**config.mk**
```make
export PLATFORM = sky130hd
export DESIGN_NAME = hazard_forward_unit
export DESIGN_NICKNAME = d
export VERILOG_FILES = /design/src/rtl/hazard_forward_unit.sv
export SDC_FILE = /design/constraint.sdc
export NUM_CORES = 1
export LEC_CHECK = 0
export BUFFER_PORTS_ARGS = -buffer_cell sky130_fd_sc_hd__buf_2
export CORE_MARGIN = 2
export CORE_UTILIZATION = 55
export CTS_BUF_LIST = sky130_fd_sc_hd__clkbuf_2 sky130_fd_sc_hd__clkbuf_4 sky130_fd_sc_hd__clkbuf_8
export DETAILED_ROUTE_END_ITERATION = 12
export GPL_ROUTABILITY_DRIVEN = 0
export PLACE_DENSITY = 0.88
export RECOVER_POWER = 50
export SLEW_MARGIN = 20
export SYNTH_ARGS = -nofsm -noshare
export SYNTH_HDL_FRONTEND = slang
export SYNTH_SLANG_ARGS = --single-unit
```
**constraint.sdc**
```tcl
create_clock -name clk -period 5.6 [get_ports clk]
set_clock_uncertainty 0.15 [all_clocks]
set_input_delay 0.56 -clock clk [delete_from_list [all_inputs] [get_ports clk]]
set_output_delay 0.56 -clock clk [all_outputs]
set_load 0.03 [all_outputs]
```
**src/rtl/hazard_forward_unit.sv**
```systemverilog
// Hazard unit for the pipelined RISC-V core. It handles EX operand forwarding, load-use stalls,
// branch flushes, a mul/div occupancy FSM that freezes the front end, and a saturating stall counter.
module hazard_forward_unit #(
  parameter int REG_AW     = 5,
  parameter int MD_LATENCY = 4,
  parameter int CNT_W      = 32
) (
  input  logic              clk,
  input  logic              rst,
  input  logic [REG_AW-1:0] rs1_id,
  input  logic [REG_AW-1:0] rs2_id,
  input  logic [REG_AW-1:0] rs1_ex,
  input  logic [REG_AW-1:0] rs2_ex,
  input  logic [REG_AW-1:0] rd_ex,
  input  logic [REG_AW-1:0] rd_me,
  input  logic [REG_AW-1:0] rd_wb,
  input  logic              RUWr_ex,
  input  logic              RUWr_me,
  input  logic              RUWr_wb,
  input  logic              DMRd_ex,
  input  logic              MD_start_ex,
  input  logic              Branch_taken_ex,
  output logic [1:0]        ForwardASrc,
  output logic [1:0]        ForwardBSrc,
  output logic              Stall_if,
  output logic              Stall_id,
  output logic              Stall_ex,
  output logic              Flush_id,
  output logic              Flush_ex,
  output logic              Flush_me,
  output logic              MD_done,
  output logic [CNT_W-1:0]  Stall_cnt
);

  typedef enum logic [1:0] {
    IDLE = 2'b00,
    BUSY = 2'b01,
    DONE = 2'b10
  } md_state_t;

  localparam int CW     = (MD_LATENCY > 2) ? $clog2(MD_LATENCY) : 1;
  localparam int LOAD_I = (MD_LATENCY > 2) ? (MD_LATENCY - 3) : 0;
  localparam logic [CW-1:0] MD_LOAD = CW'(LOAD_I);

  md_state_t     state_r, state_nxt_s;
  logic [CW-1:0] md_cnt_r, md_cnt_nxt_s;
  logic          md_stall_s, branch_s, load_use_s;

  // ME result is younger than WB, so it takes precedence; x0 is hardwired and never forwarded
  function automatic logic [1:0] fwd_sel(input logic [REG_AW-1:0] rs,
                                         input logic              wr_me,
                                         input logic [REG_AW-1:0] dst_me,
                                         input logic              wr_wb,
                                         input logic [REG_AW-1:0] dst_wb);
    logic [1:0] sel;
    if (wr_me && (dst_me == rs) && (dst_me != {REG_AW{1'b0}})) begin
      sel = 2'b01;
    end else if (wr_wb && (dst_wb == rs) && (dst_wb != {REG_AW{1'b0}})) begin
      sel = 2'b10;
    end else begin
      sel = 2'b00;
    end
    return sel;
  endfunction

  // mul/div occupancy state and remaining-BUSY-cycle counter
  always_ff @(posedge clk) begin
    if (rst) begin
      state_r  <= IDLE;
      md_cnt_r <= {CW{1'b0}};
    end else begin
      state_r  <= state_nxt_s;
      md_cnt_r <= md_cnt_nxt_s;
    end
  end

  // next-state: the held MD_start_ex is only honoured from IDLE
  always_comb begin
    state_nxt_s  = state_r;
    md_cnt_nxt_s = md_cnt_r;
    case (state_r)
      IDLE: begin
        if (MD_start_ex) begin
          md_cnt_nxt_s = MD_LOAD;
          state_nxt_s  = (MD_LATENCY > 2) ? BUSY : DONE;
        end else begin
          state_nxt_s  = IDLE;
        end
      end
      BUSY: begin
        if (md_cnt_r == {CW{1'b0}}) begin
          state_nxt_s = DONE;
        end else begin
          md_cnt_nxt_s = md_cnt_r - CW'(1);
        end
      end
      DONE:    state_nxt_s = IDLE;
      default: state_nxt_s = IDLE;
    endcase
  end

  // hazard decode: MD occupancy beats branch, branch beats load-use
  always_comb begin
    md_stall_s  = 1'b0;
    branch_s    = 1'b0;
    load_use_s  = 1'b0;
    MD_done     = 1'b0;
    ForwardASrc = 2'b00;
    ForwardBSrc = 2'b00;
    if (!rst) begin
      ForwardASrc = fwd_sel(rs1_ex, RUWr_me, rd_me, RUWr_wb, rd_wb);
      ForwardBSrc = fwd_sel(rs2_ex, RUWr_me, rd_me, RUWr_wb, rd_wb);
      md_stall_s  = ((state_r == IDLE) && MD_start_ex) || (state_r == BUSY);
      MD_done     = (state_r == DONE);
      if ((state_r == IDLE) && !MD_start_ex) begin
        branch_s   = Branch_taken_ex;
        load_use_s = !Branch_taken_ex && DMRd_ex && RUWr_ex &&
                     (rd_ex != {REG_AW{1'b0}}) &&
                     ((rd_ex == rs1_id) || (rd_ex == rs2_id));
      end else begin
        branch_s   = 1'b0;
        load_use_s = 1'b0;
      end
    end else begin
      md_stall_s = 1'b0;
    end
  end

  assign Stall_if = md_stall_s | load_use_s;
  assign Stall_id = md_stall_s | load_use_s;
  assign Stall_ex = md_stall_s;
  assign Flush_me = md_stall_s;
  assign Flush_id = branch_s;
  assign Flush_ex = branch_s | load_use_s;

  // saturating count of ID-stall cycles
  always_ff @(posedge clk) begin
    if (rst) begin
      Stall_cnt <= {CNT_W{1'b0}};
    end else if (Stall_id && (Stall_cnt != {CNT_W{1'b1}})) begin
      Stall_cnt <= Stall_cnt + CNT_W'(1);
    end else begin
      Stall_cnt <= Stall_cnt;
    end
  end

endmodule

```
==> metrics <==
run status=complete, but fails checks; violated checks=max-capacitance violations, max-slew violations; post-CTS setup repair buffer count=0; Pleak=~0.0011 uW; period utilization=0.618; FILL cells=340; syn_area_per_cell=around 8.4 sq um; register area=slightly above 700 sq um; Max FO, Critical Path=36; num rows=23; power per cell area=about 200 nW/um^2; H-tree depth=2; routed vias/inst=between 5 and 6; crit path time final=about 3.5 ns; Clock transition at path regs=roughly 0.07 ns; hold_buf cts=0; Post-Route Setup TNS=0 ns; Place WS=roughly 2.6 ns; root buffer cell=clkbuf_8; first-pass GRT wire length=between 8 and 9 mm; most frequent cells in the layout=50 x buf_2, 43 x nor2_1, 40 x xor2_1; Util after Layout=0.684; WS Path Type=input port to primary output; sequential area share after synthesis=0.322; DR DRC count=0; DRT Pass-1 Iters=4; Peak supply drop=approximately 130 uV; final WL=5.14 mm; core area=about 4000 sq um; ANT nets after route=0; Max Cap Viol=1; Slew HR=-0.0153; CTS tree=yes; top-level I/O count=86; Psw=roughly 150 uW; hold path depth=2; Tot GR Track Use=0.234; largest net degree at the start of global routing=37; Clock Power Share=0.353; Worst Min Path Start=Stall_cnt[14]$_SDFFE_PP0P_; CP Launch Type=input port; Synth async-reset ratio=0; switching share of power=0.272; Internal=roughly 400 uW; Die ar.=between 4000 and 5000 sq um; required time of the critical path=between 4 and 5 ns; # resized after CTS=0; initial antenna violation count=0; synthesized area=approximately 2200 sq um; CP Capture Type=primary output; WL/cell=~13 um; DRT iter0 DRCs=70; total CTS buffers=5; n_diodes=0; Distinct cells, synth=45; DIE WIDTH=approximately 68 um; port bufs=between 80 and 90; gr ovfl total=0; HP Class=flip-flop to flip-flop; Fmax=approximately 290 MHz; Initial Util=0.564; share of cells above drive strength 1=0.213; cell count after synthesis=around 270; Worst Max-Slew Pin Slew=roughly 1.5 ns; Flop pwr share=0.481; unrepaired setup endpoints after global routing=no; synth warn=0; Worst Hold End=Stall_cnt[14]$_SDFFE_PP0P_; cell area after placement=between 2000 and 3000 sq um; Post-DP HPWL=3.97 mm; Final #Nets=392; Synth-to-Final Area Change=21.4%; area of the multi-input gates=roughly 1400 sq um; post-route cell area=roughly 2700 sq um; Die H=about 68 um; Final Worst Setup Slack=2.14 ns; Mapped Nets=310; cells on worst reg2reg path=8; Finish-stage setup viols=0; vias in the first global route=~1,900; Comb pwr share=0.165; Slew Limit Fails=37; Main synth FF type=dfxtp_1; Clock Latency Late Sink=slightly below 0.3 ns; vias=roughly 2,100; Clock Sinks=36; r2r startpoint=Stall_cnt[0]$_SDFFE_PP0P_; Post-synth EDFFs=0; most common cell after layout, fill and taps aside=buf_2; Hold WS=0.353 ns; FF-to-FF setup slack=2.73 ns; Reg-to-Reg End=Stall_cnt[1]$_SDFFE_PP0P_; crit path DAT=between 2 and 3 ns; Yosys reg bits=36; Fin. Hold Viols=0; clock buffer depth=2
[worst max path at each step]
stage / slack, ns / cells after the start / to / start
finish: 2.14 / 5 / Stall_id / rst
global route: 1.92 / 5 / Stall_id / rst
CTS: 2.64 / 6 / ForwardASrc[1] / rd_me[1]
detailed placement: 2.58 / 7 / Stall_cnt[14]$_SDFFE_PP0P_ / rst
global placement: 2.65 / 7 / Stall_cnt[14]$_SDFFE_PP0P_ / rst
floorplan: 2.41 / 4 / ForwardASrc[1] / rd_me[1]
[kinds of logic after synthesis]
kind of cell | count (synthesis) | share of synthesized area
compound gates | 21 | 0.0643
buf+inv | 16 | 0.0380
flops | 36 | 0.322
xor+xnor | 50 | 0.196
simple gates | 132 | 0.328
fa+ha+maj | 2 | 0.0112
mux | 8 | 0.0408
[area by class of cell]
class                   instances  share of cell area
inverters                       6             0.00829
flip-flops and latches         36               0.265
multi-input cells             213               0.527
repair buffers                 85               0.140
clock inverters                 1             0.00276
well taps                      50              0.0230
clock buffers                   7              0.0331
[power by group through the flow]
stage / registers (uW) / logic (uW) / clock network, uW
after floorplan: 273 / 56.7 / 0
after global placement: 271 / 89.3 / 0
after detailed placement: 271 / 91.8 / 0
after CTS: 265 / 91.9 / 198
after global routing: 266 / 101 / 210
final: 266 / 91.0 / 195
[synth_stat cells, types with 2 or more instances]
cell type | count | share of area
xnor2_1 | 10 | 0.039
xor2_1 | 40 | 0.16
buf_4 | 2 | 0.0067
ha_1 | 2 | 0.011
nor4_1 | 4 | 0.011
or4_1 | 5 | 0.017
nor2b_1 | 2 | 0.0056
nor2_1 | 43 | 0.072
nand4_1 | 15 | 0.042
and3_1 | 9 | 0.025
dfxtp_1 | 36 | 0.32
inv_1 | 6 | 0.010
nand3_2 | 4 | 0.018
clkbuf_1 | 4 | 0.0067
buf_6 | 2 | 0.010
mux2i_1 | 5 | 0.022
nand2_1 | 15 | 0.025
nand3_1 | 14 | 0.031
nor3_1 | 5 | 0.011
or2_2 | 2 | 0.0056
o211ai_1 | 2 | 0.0067
buf_2 | 2 | 0.0045
and4_1 | 2 | 0.0078
o31ai_1 | 3 | 0.010
o21ai_0 | 5 | 0.011
mux2_4 | 2 | 0.013
or3_1 | 2 | 0.0056
a21oi_1 | 5 | 0.011
[critical path: stages]
cell	delay [ns]
clkbuf_1	1.08
nor2_1	0.18
o21ai_0	0.32
o21ai_4	0.33
buf_2	0.28
[metal layers]
layer  part of all wire  wire (um)  track usage
met5                  0          0            0
met4             0.0054         28       0.0625
met3              0.059        304       0.0700
met2               0.50       2600        0.423
met1               0.43       2210        0.266
[metrics by stage]
| stage | total power (uW) | std cells |
|---|---|---|
| 2_1_floorplan | 330 | 265 |
| 3_3_place_gp | 360 | 390 |
| 3_5_place_dp | 363 | 390 |
| 4_1_cts | 555 | 398 |
| 5_1_grt | 576 | 398 |
| 6_report | 552 | 398 |
[state kept, by name, indices dropped and copies added (netlist names)]
| register | count |
|---|---|
| Stall_cnt | 32 |
| md_cnt_r | 2 |
| state_r | 2 |
Power figures use the tool's default switching activity.
